**src/rtl/frame_stream_controller.sv**
```systemverilog
// Frame sequencer for the loader/gaussian/loader/gradient chain:
// streams source pixels, flushes line buffers, then counts outputs.
module frame_stream_controller #(
    parameter int IMG_W      = 512,
    parameter int IMG_H      = 512,
    parameter int FLUSH_LEN  = 1026,
    parameter int EXPECT_OUT = 262144,
    parameter int TIMEOUT    = 4096
) (
    input  logic                            clk,
    input  logic                            rstN,
    input  logic                            start,
    input  logic [7:0]                      src_pixel,
    input  logic                            src_valid,
    output logic                            src_ready,
    output logic [7:0]                      pix_out,
    output logic                            pix_out_valid,
    input  logic                            pipe_out_valid,
    output logic                            busy,
    output logic                            frame_done,
    output logic                            err_timeout,
    output logic [$clog2(EXPECT_OUT+1)-1:0] out_count
);

    localparam int CW = (IMG_W > 1) ? $clog2(IMG_W) : 1;
    localparam int RW = (IMG_H > 1) ? $clog2(IMG_H) : 1;
    localparam int FW = (FLUSH_LEN > 1) ? $clog2(FLUSH_LEN) : 1;
    localparam int TW = (TIMEOUT > 1) ? $clog2(TIMEOUT + 1) : 1;
    localparam int OW = $clog2(EXPECT_OUT + 1);

    localparam logic [CW-1:0] COL_LAST = CW'(IMG_W - 1);
    localparam logic [RW-1:0] ROW_LAST = RW'(IMG_H - 1);
    localparam logic [FW-1:0] FLUSH_LAST = FW'(FLUSH_LEN - 1);
    localparam logic [TW-1:0] TO_LAST = TW'(TIMEOUT - 1);
    localparam logic [OW-1:0] OUT_MAX = OW'(EXPECT_OUT);

    typedef enum logic [2:0] {
        IDLE,
        STREAM,
        FLUSH,
        DRAIN,
        DONE
    } state_t;

    state_t        state;
    state_t        state_next;
    logic [CW-1:0] col;
    logic [RW-1:0] row;
    logic [FW-1:0] flush_cnt;
    logic [TW-1:0] to_cnt;

    logic accept;
    logic last_px;
    logic flush_end;
    logic to_hit;
    logic complete;
    logic frame_go;
    logic counting;

    assign accept    = src_valid && src_ready;
    assign last_px   = accept && (row == ROW_LAST) && (col == COL_LAST);
    assign flush_end = (flush_cnt == FLUSH_LAST);
    // A pulse on the deciding cycle resets the gap, so it never times out.
    assign to_hit    = !pipe_out_valid && (to_cnt == TO_LAST);
    assign complete  = (out_count == OUT_MAX);
    assign frame_go  = (state == IDLE) && start;
    assign counting  = (state == STREAM) || (state == FLUSH) ||
                       (state == DRAIN);

    always_ff @(posedge clk or negedge rstN) begin
        if (!rstN) state <= IDLE;
        else       state <= state_next;
    end

    always_comb begin
        state_next = state;
        unique case (state)
            IDLE:   if (start) state_next = STREAM;
            STREAM: begin
                if (last_px)
                    state_next = (FLUSH_LEN == 0) ? DRAIN : FLUSH;
            end
            FLUSH:  if (flush_end) state_next = DRAIN;
            DRAIN:  if (complete || to_hit) state_next = DONE;
            DONE:   state_next = IDLE;
            default: state_next = IDLE;
        endcase
    end

    always_comb begin
        src_ready  = (state == STREAM);
        busy       = (state != IDLE);
        frame_done = (state == DONE);
    end

    always_ff @(posedge clk or negedge rstN) begin
        if (!rstN) begin
            pix_out       <= 8'd0;
            pix_out_valid <= 1'b0;
        end else begin
            pix_out_valid <= 1'b0;
            if (accept) begin
                pix_out       <= src_pixel;
                pix_out_valid <= 1'b1;
            end else if (state == FLUSH) begin
                pix_out       <= 8'd0;
                pix_out_valid <= 1'b1;
            end
        end
    end

    always_ff @(posedge clk or negedge rstN) begin
        if (!rstN) begin
            col <= '0;
            row <= '0;
        end else if (frame_go) begin
            col <= '0;
            row <= '0;
        end else if (accept) begin
            if (col == COL_LAST) begin
                col <= '0;
                row <= (row == ROW_LAST) ? '0 : row + RW'(1);
            end else begin
                col <= col + CW'(1);
            end
        end
    end

    always_ff @(posedge clk or negedge rstN) begin
        if (!rstN) begin
            flush_cnt <= '0;
            to_cnt    <= '0;
        end else begin
            if (state == FLUSH)
                flush_cnt <= flush_end ? '0 : flush_cnt + FW'(1);
            else
                flush_cnt <= '0;
            if (state == DRAIN)
                to_cnt <= pipe_out_valid ? '0 : to_cnt + TW'(1);
            else
                to_cnt <= '0;
        end
    end

    always_ff @(posedge clk or negedge rstN) begin
        if (!rstN) begin
            out_count   <= '0;
            err_timeout <= 1'b0;
        end else if (frame_go) begin
            out_count   <= '0;
            err_timeout <= 1'b0;
        end else begin
            if (counting && pipe_out_valid && !complete)
                out_count <= out_count + OW'(1);
            if ((state == DRAIN) && !complete && to_hit)
                err_timeout <= 1'b1;
        end
    end

endmodule

```
**config.mk**
```make
export PLATFORM = sky130hd
export DESIGN_NAME = frame_stream_controller
export DESIGN_NICKNAME = d
export VERILOG_FILES = /design/src/rtl/frame_stream_controller.sv
export SDC_FILE = /design/constraint.sdc
export NUM_CORES = 1
export LEC_CHECK = 0
export CAP_MARGIN = 15
export CORE_ASPECT_RATIO = 0.6
export CORE_MARGIN = 1.5
export CORE_UTILIZATION = 30
export CTS_BUF_LIST = sky130_fd_sc_hd__clkbuf_8
export DETAILED_ROUTE_END_ITERATION = 10
export HOLD_SLACK_MARGIN = 0.08
export PLACE_DENSITY_LB_ADDON = 0.05
export SLEW_MARGIN = 15
export SYNTH_ARGS = -nofsm -noshare
export SYNTH_HDL_FRONTEND = slang
export SYNTH_SLANG_ARGS = --single-unit
```
**constraint.sdc**
```tcl
create_clock -name clk -period 2.05 [get_ports clk]
set_input_delay 0.41 -clock clk [delete_from_list [all_inputs] [get_ports clk]]
set_output_delay 0.41 -clock clk [all_outputs]
set_load 0.01 [all_outputs]
```
Yosys cells after proc, flatten, opt, wreduce, memory -nomap -nowiden
Cells that the tools add are included.

storage, ports and cells
  logic and storage cells = 74
  bits in registers = 74
  input port bits = 13

operators by class
  add/sub/neg operators = 5
  muxes and demuxes = 24
  reductions and logical operators = 23
  equal/unequal tests = 13

operator list
  kind                     count
  $mux W9                  7
  $mux W19                 2
  $mux W13                 2
  $mux W11                 2
  $add A19 B1 Y19 const B  1
  $eq A19 B19 Y1 const B   1
  $add A9 B1 Y9 const B    2
  $eq A9 B9 Y1 const B     2
  $mux W8                  2
  $add A13 B1 Y13 const B  1
  $eq A13 B12 Y1 const B   1
  $mux W3                  4
  $pmux W3 S4              1
  $add A11 B1 Y11 const B  1
  $eq A11 B11 Y1 const B   1
  $reduce_bool A2 Y1       5
  $logic_and A1 B1 Y1      9
  $eq A3 B2 Y1 const B     2
  $mux W1                  4
  $ne A2 B1 Y1 const B     2
  $ne A2 B2 Y1 const B     2
  $reduce_and A4 Y1        1
  $eq A3 B1 Y1 const B     1
  $eq A3 B3 Y1 const B     1
  other kinds (5)          8

Logic depth before layout (Yosys ltp)
  depth after elaboration = 7
  depth in mapped cells = 9

Worst setup path before layout
Ideal clock, no wire load.

  kind = register to register
  start = reg row[0]
  end = reg row[7]
  data arrival time = 1.911 ns
  path buffers = 1
  data required time = 1.973 ns
  stages on the path, launching flop included = 10
  path slack = 0.062 ns
  path through = dfrtp_1 > ha_1 > and3_1 > and3_1 > and3_1 > ha_1 > clkbuf_1 > nor2_1 > nand3b_1 > a21oi_1

between the ends
  cells in the longest elaborated chain, start to end = 5

ends and longest elaborated chain
  element                                        line  source
  start, declared                                48    logic [RW-1:0] row;
  start signal, assigned                         122   row <= (row == ROW_LAST) ? '0 : row + RW'(1);
  $add A9 B1 Y9 or $eq A9 B9 Y1 (tied branches)  122
  $mux W9 (*)                                    122
  $mux W9 (*)                                    120   if (col == COL_LAST) begin
  $mux W9 (*)                                    119   end else if (accept) begin
  $mux W9 (*)                                    116   end else if (frame_go) begin

Mark *: on every way between the ends. The rest lies on a longest branch, timed or not. The select of a mux whose other input is x is not followed.
A chain may end at the register's enable or synchronous reset.

Worst setup path in the final report
  start = reg row[1]
  end = reg row[5]

The elaborated chain is that of the path after synthesis.

==> results.md <==
- Core area: approximately 12000 µm²
- Top post-synthesis cells by count: 74 x dfrtp_1, 55 x nor2_1, 51 x nand2_1, 41 x nand3_1, 23 x o21ai_0
- Share of cells above drive strength 1: 0.189
- Post-Place Setup Slack: -40.4 ps
- Initial antenna violation count: 0
- Total of max-cap violations: 0
- Sequential power share: 0.399
- Average wire per standard cell: approximately 14 µm
- Crit. End Element: flip-flop
- FMAX: between 500 and 600 MHz
- Count leader, synth: dfrtp_1
- Largest net degree at the start of global routing: 42
- Ys async rst share: 1.00
- Max_slew headroom: 0.705
- Via density: around 4.8
- GR Overflow Total: 0
- Worst skew pair latency: between 300 and 400 ps
- Slew @ Worst Pin: roughly 440 ps
- Ys flop type: dfrtp_1
- TritonCTS clock tree: done
- GP Congestion: ~0.77
- Layout area overhead: 34.1%
- Clock power frac: 0.330
- Sw frac: 0.296
- DRT Pass-1 Iters: 4
- Clock Path Buffers: 2
- CP arrival: roughly 2300 ps
- Comb power frac: 0.271
- NetSw: roughly 0.0013 W
- Mapped Nets: 433
- Hold_ws: around 470 ps
- Largest cells by area after synthesis: dfrtp_1 49%, nor2_1 5.5%, nand3_1 5.4%
- Endpoints failing hold: 0
- Rows: 31
- Tcrit/Tclk final: 0.963
- Tot GR Track Use: 0.154
- Post-synth top area share: 0.491
- DIE WIDTH: 148 µm
- Sink Count: 74
- Cell Pwr Density: 838 nW/µm²
- Nets: 525
- Min-Delay Path Class: primary input to async pin
- Final setup vio count: 0
- CTS root buf: clkbuf_8
- Static leakage: about 2.2 nW
- Post-Synthesis Cells: 411
- Crit path time final: 1970 ps
- Post-DP HPWL: between 6000 and 7000 µm
- Peak VDD IR: about 440 µV
- Crit path required time: approximately 2300 ps
- Outcome: finished, final reports clean
- Netlist Area Pre-Place: about 3800 µm²
- Antenna fix cells: 0
- Critical Path Fanout Max: 5
- P_int: slightly below 0.003 W
- First-pass GRT wire length: 16100 µm
- Syn. warnings: 0
- ANT nets after route: 0
- #FFs+latches synth: 74
- Clk slew on worst S/H paths: ~90 ps
- Syn avg cell area: approximately 9.2 µm²
- Layout Skew: roughly 7.4 ps
- Register area share after synthesis: 0.491
- Final worst setup slack: around 76 ps
- Setup CP Type: flip-flop to flip-flop
- H-tree Lvls: 3
- Chip height: approximately 90 µm
- Max-slew violations: 0
- Startpoint Class: flip-flop
- Number of CTS-inserted buffers: 9
- Die area: 13300 µm²
- Port Buffers: 44
- R2R cell count: 8
- Largest area contributor in the netlist: dfrtp_1
- Starting density of the core: 0.311
- DRC viols: 0
- Synth unique cells: between 40 and 50
- Vias in the first global route: 3093
- EDFF count, synth: 0
- Iteration-0 DRC Markers: between 100 and 150
- Routed vias: 3221
- DRT Wirelength: just under 10000 µm
- I/O Pins: 45
stage by stage:
| step | power (W) | setup TNS [ps] | instances | cell area [µm²] | utilization |
|---|---|---|---|---|---|
| after floorplan | 0.00222 | 0 | 411 | 3770 | - |
| after global placement | 0.00276 | -2.48 | 645 | 4640 | 0.383 |
| after detailed placement | 0.00277 | -79.1 | 645 | 4640 | 0.383 |
| after CTS | 0.00425 | 0 | 667 | 4950 | 0.408 |
| after global routing | 0.00449 | -25.1 | 673 | 5050 | 0.416 |
| final | 0.00424 | 0 | 673 | 5050 | 0.416 |
cell usage in the layout (no fill, tap or decap), drive strengths merged, types with 5 or more instances in the layout:
cell type / count
dfrtp: 74
nor2: 56
buf: 55
nand2: 52
nand3: 41
clkdlybuf4s50: 41
o21ai: 26
a21oi: 18
xor2: 16
xnor2: 11
inv: 10
clkbuf: 9
and3: 9
nand4: 9
ha: 9
or3: 8
nor3: 8
a31oi: 6
nand3b: 5
nor4: 5
cells by family (layout without fill, tap and decap cells):
logic type / Yosys count / after routing / share of synthesized area
AOI/OAI and AO/OA: 61 / 61 / 0.0933
xor gates and xnor gates: 27 / 27 / 0.0627
adders and majority gates: 9 / 9 / 0.0299
buffers and inverters: 26 / 123 / 0.0358
DFF: 74 / 74 / 0.491
and+or+nand+nor: 214 / 214 / 0.287
flip-flops by register name (all words and copies together), names as in the netlist:
register / cells
pix_out: 8
flush_cnt: 11
pix_out_valid: 1
err_timeout: 1
to_cnt: 13
out_count: 19
state: 3
row: 9
col: 9
cell type report:
cell class                 instances  area [µm²]
clock buffer                       9         124
fill                            1229        7090
inverter                           8        30.0
clock inverter                     7         118
multi-input combinational        311        1860
tap                              165         206
timing repair buffer              99         863
sequential                        74        1860
per-layer routing:
layer | up-vias | routed length (µm) | track usage
li1 | 1629 | - | -
met4 | 0 | 40 | 0.0300
met5 | - | 0 | 0
met2 | 51 | 3960 | 0.207
met1 | 1539 | 5250 | 0.239
met3 | 2 | 417 | 0.0452
worst max-delay path: stages (launching register included):
cell and delay (ps):
dfrtp_1 400, ha_2 180, and3_1 190, and3_1 200, and3_4 190, ha_4 170
nand2b_4 140, or3_1 310, o21ai_1 130
power groups by stage:
stage / combinational, W / sequential, W / clock, W
after CTS: 0.00111 / 0.00169 / 0.00144
after detailed placement: 0.00104 / 0.00172 / 0
after global placement: 0.00104 / 0.00172 / 0
after floorplan: 0.000467 / 0.00176 / 0
final: 0.00115 / 0.00169 / 0.00140
after global routing: 0.00127 / 0.00171 / 0.00151
worst paths after layout:
check | from | end | slack, ps
setup / recovery | row[1] | row[5] | 80
hold / removal | rstN | flush_cnt[2] | 470
setup reg to reg | row[1] | row[5] | 80
hold reg to reg | to_cnt[0] | to_cnt[0] | 490
max in group asynchronous | rstN | state[0] | 1060
min in group clk | to_cnt[0] | to_cnt[0] | 490
repair_timing:
item,in CTS,in global routing
setup endpoints to repair,5,19
buffers inserted,5,6
hold buffers,1,0
hold endpoints to repair,16,0
resized for setup,9,11
pin swaps,1,3
(Power assumes the default switching activity.)
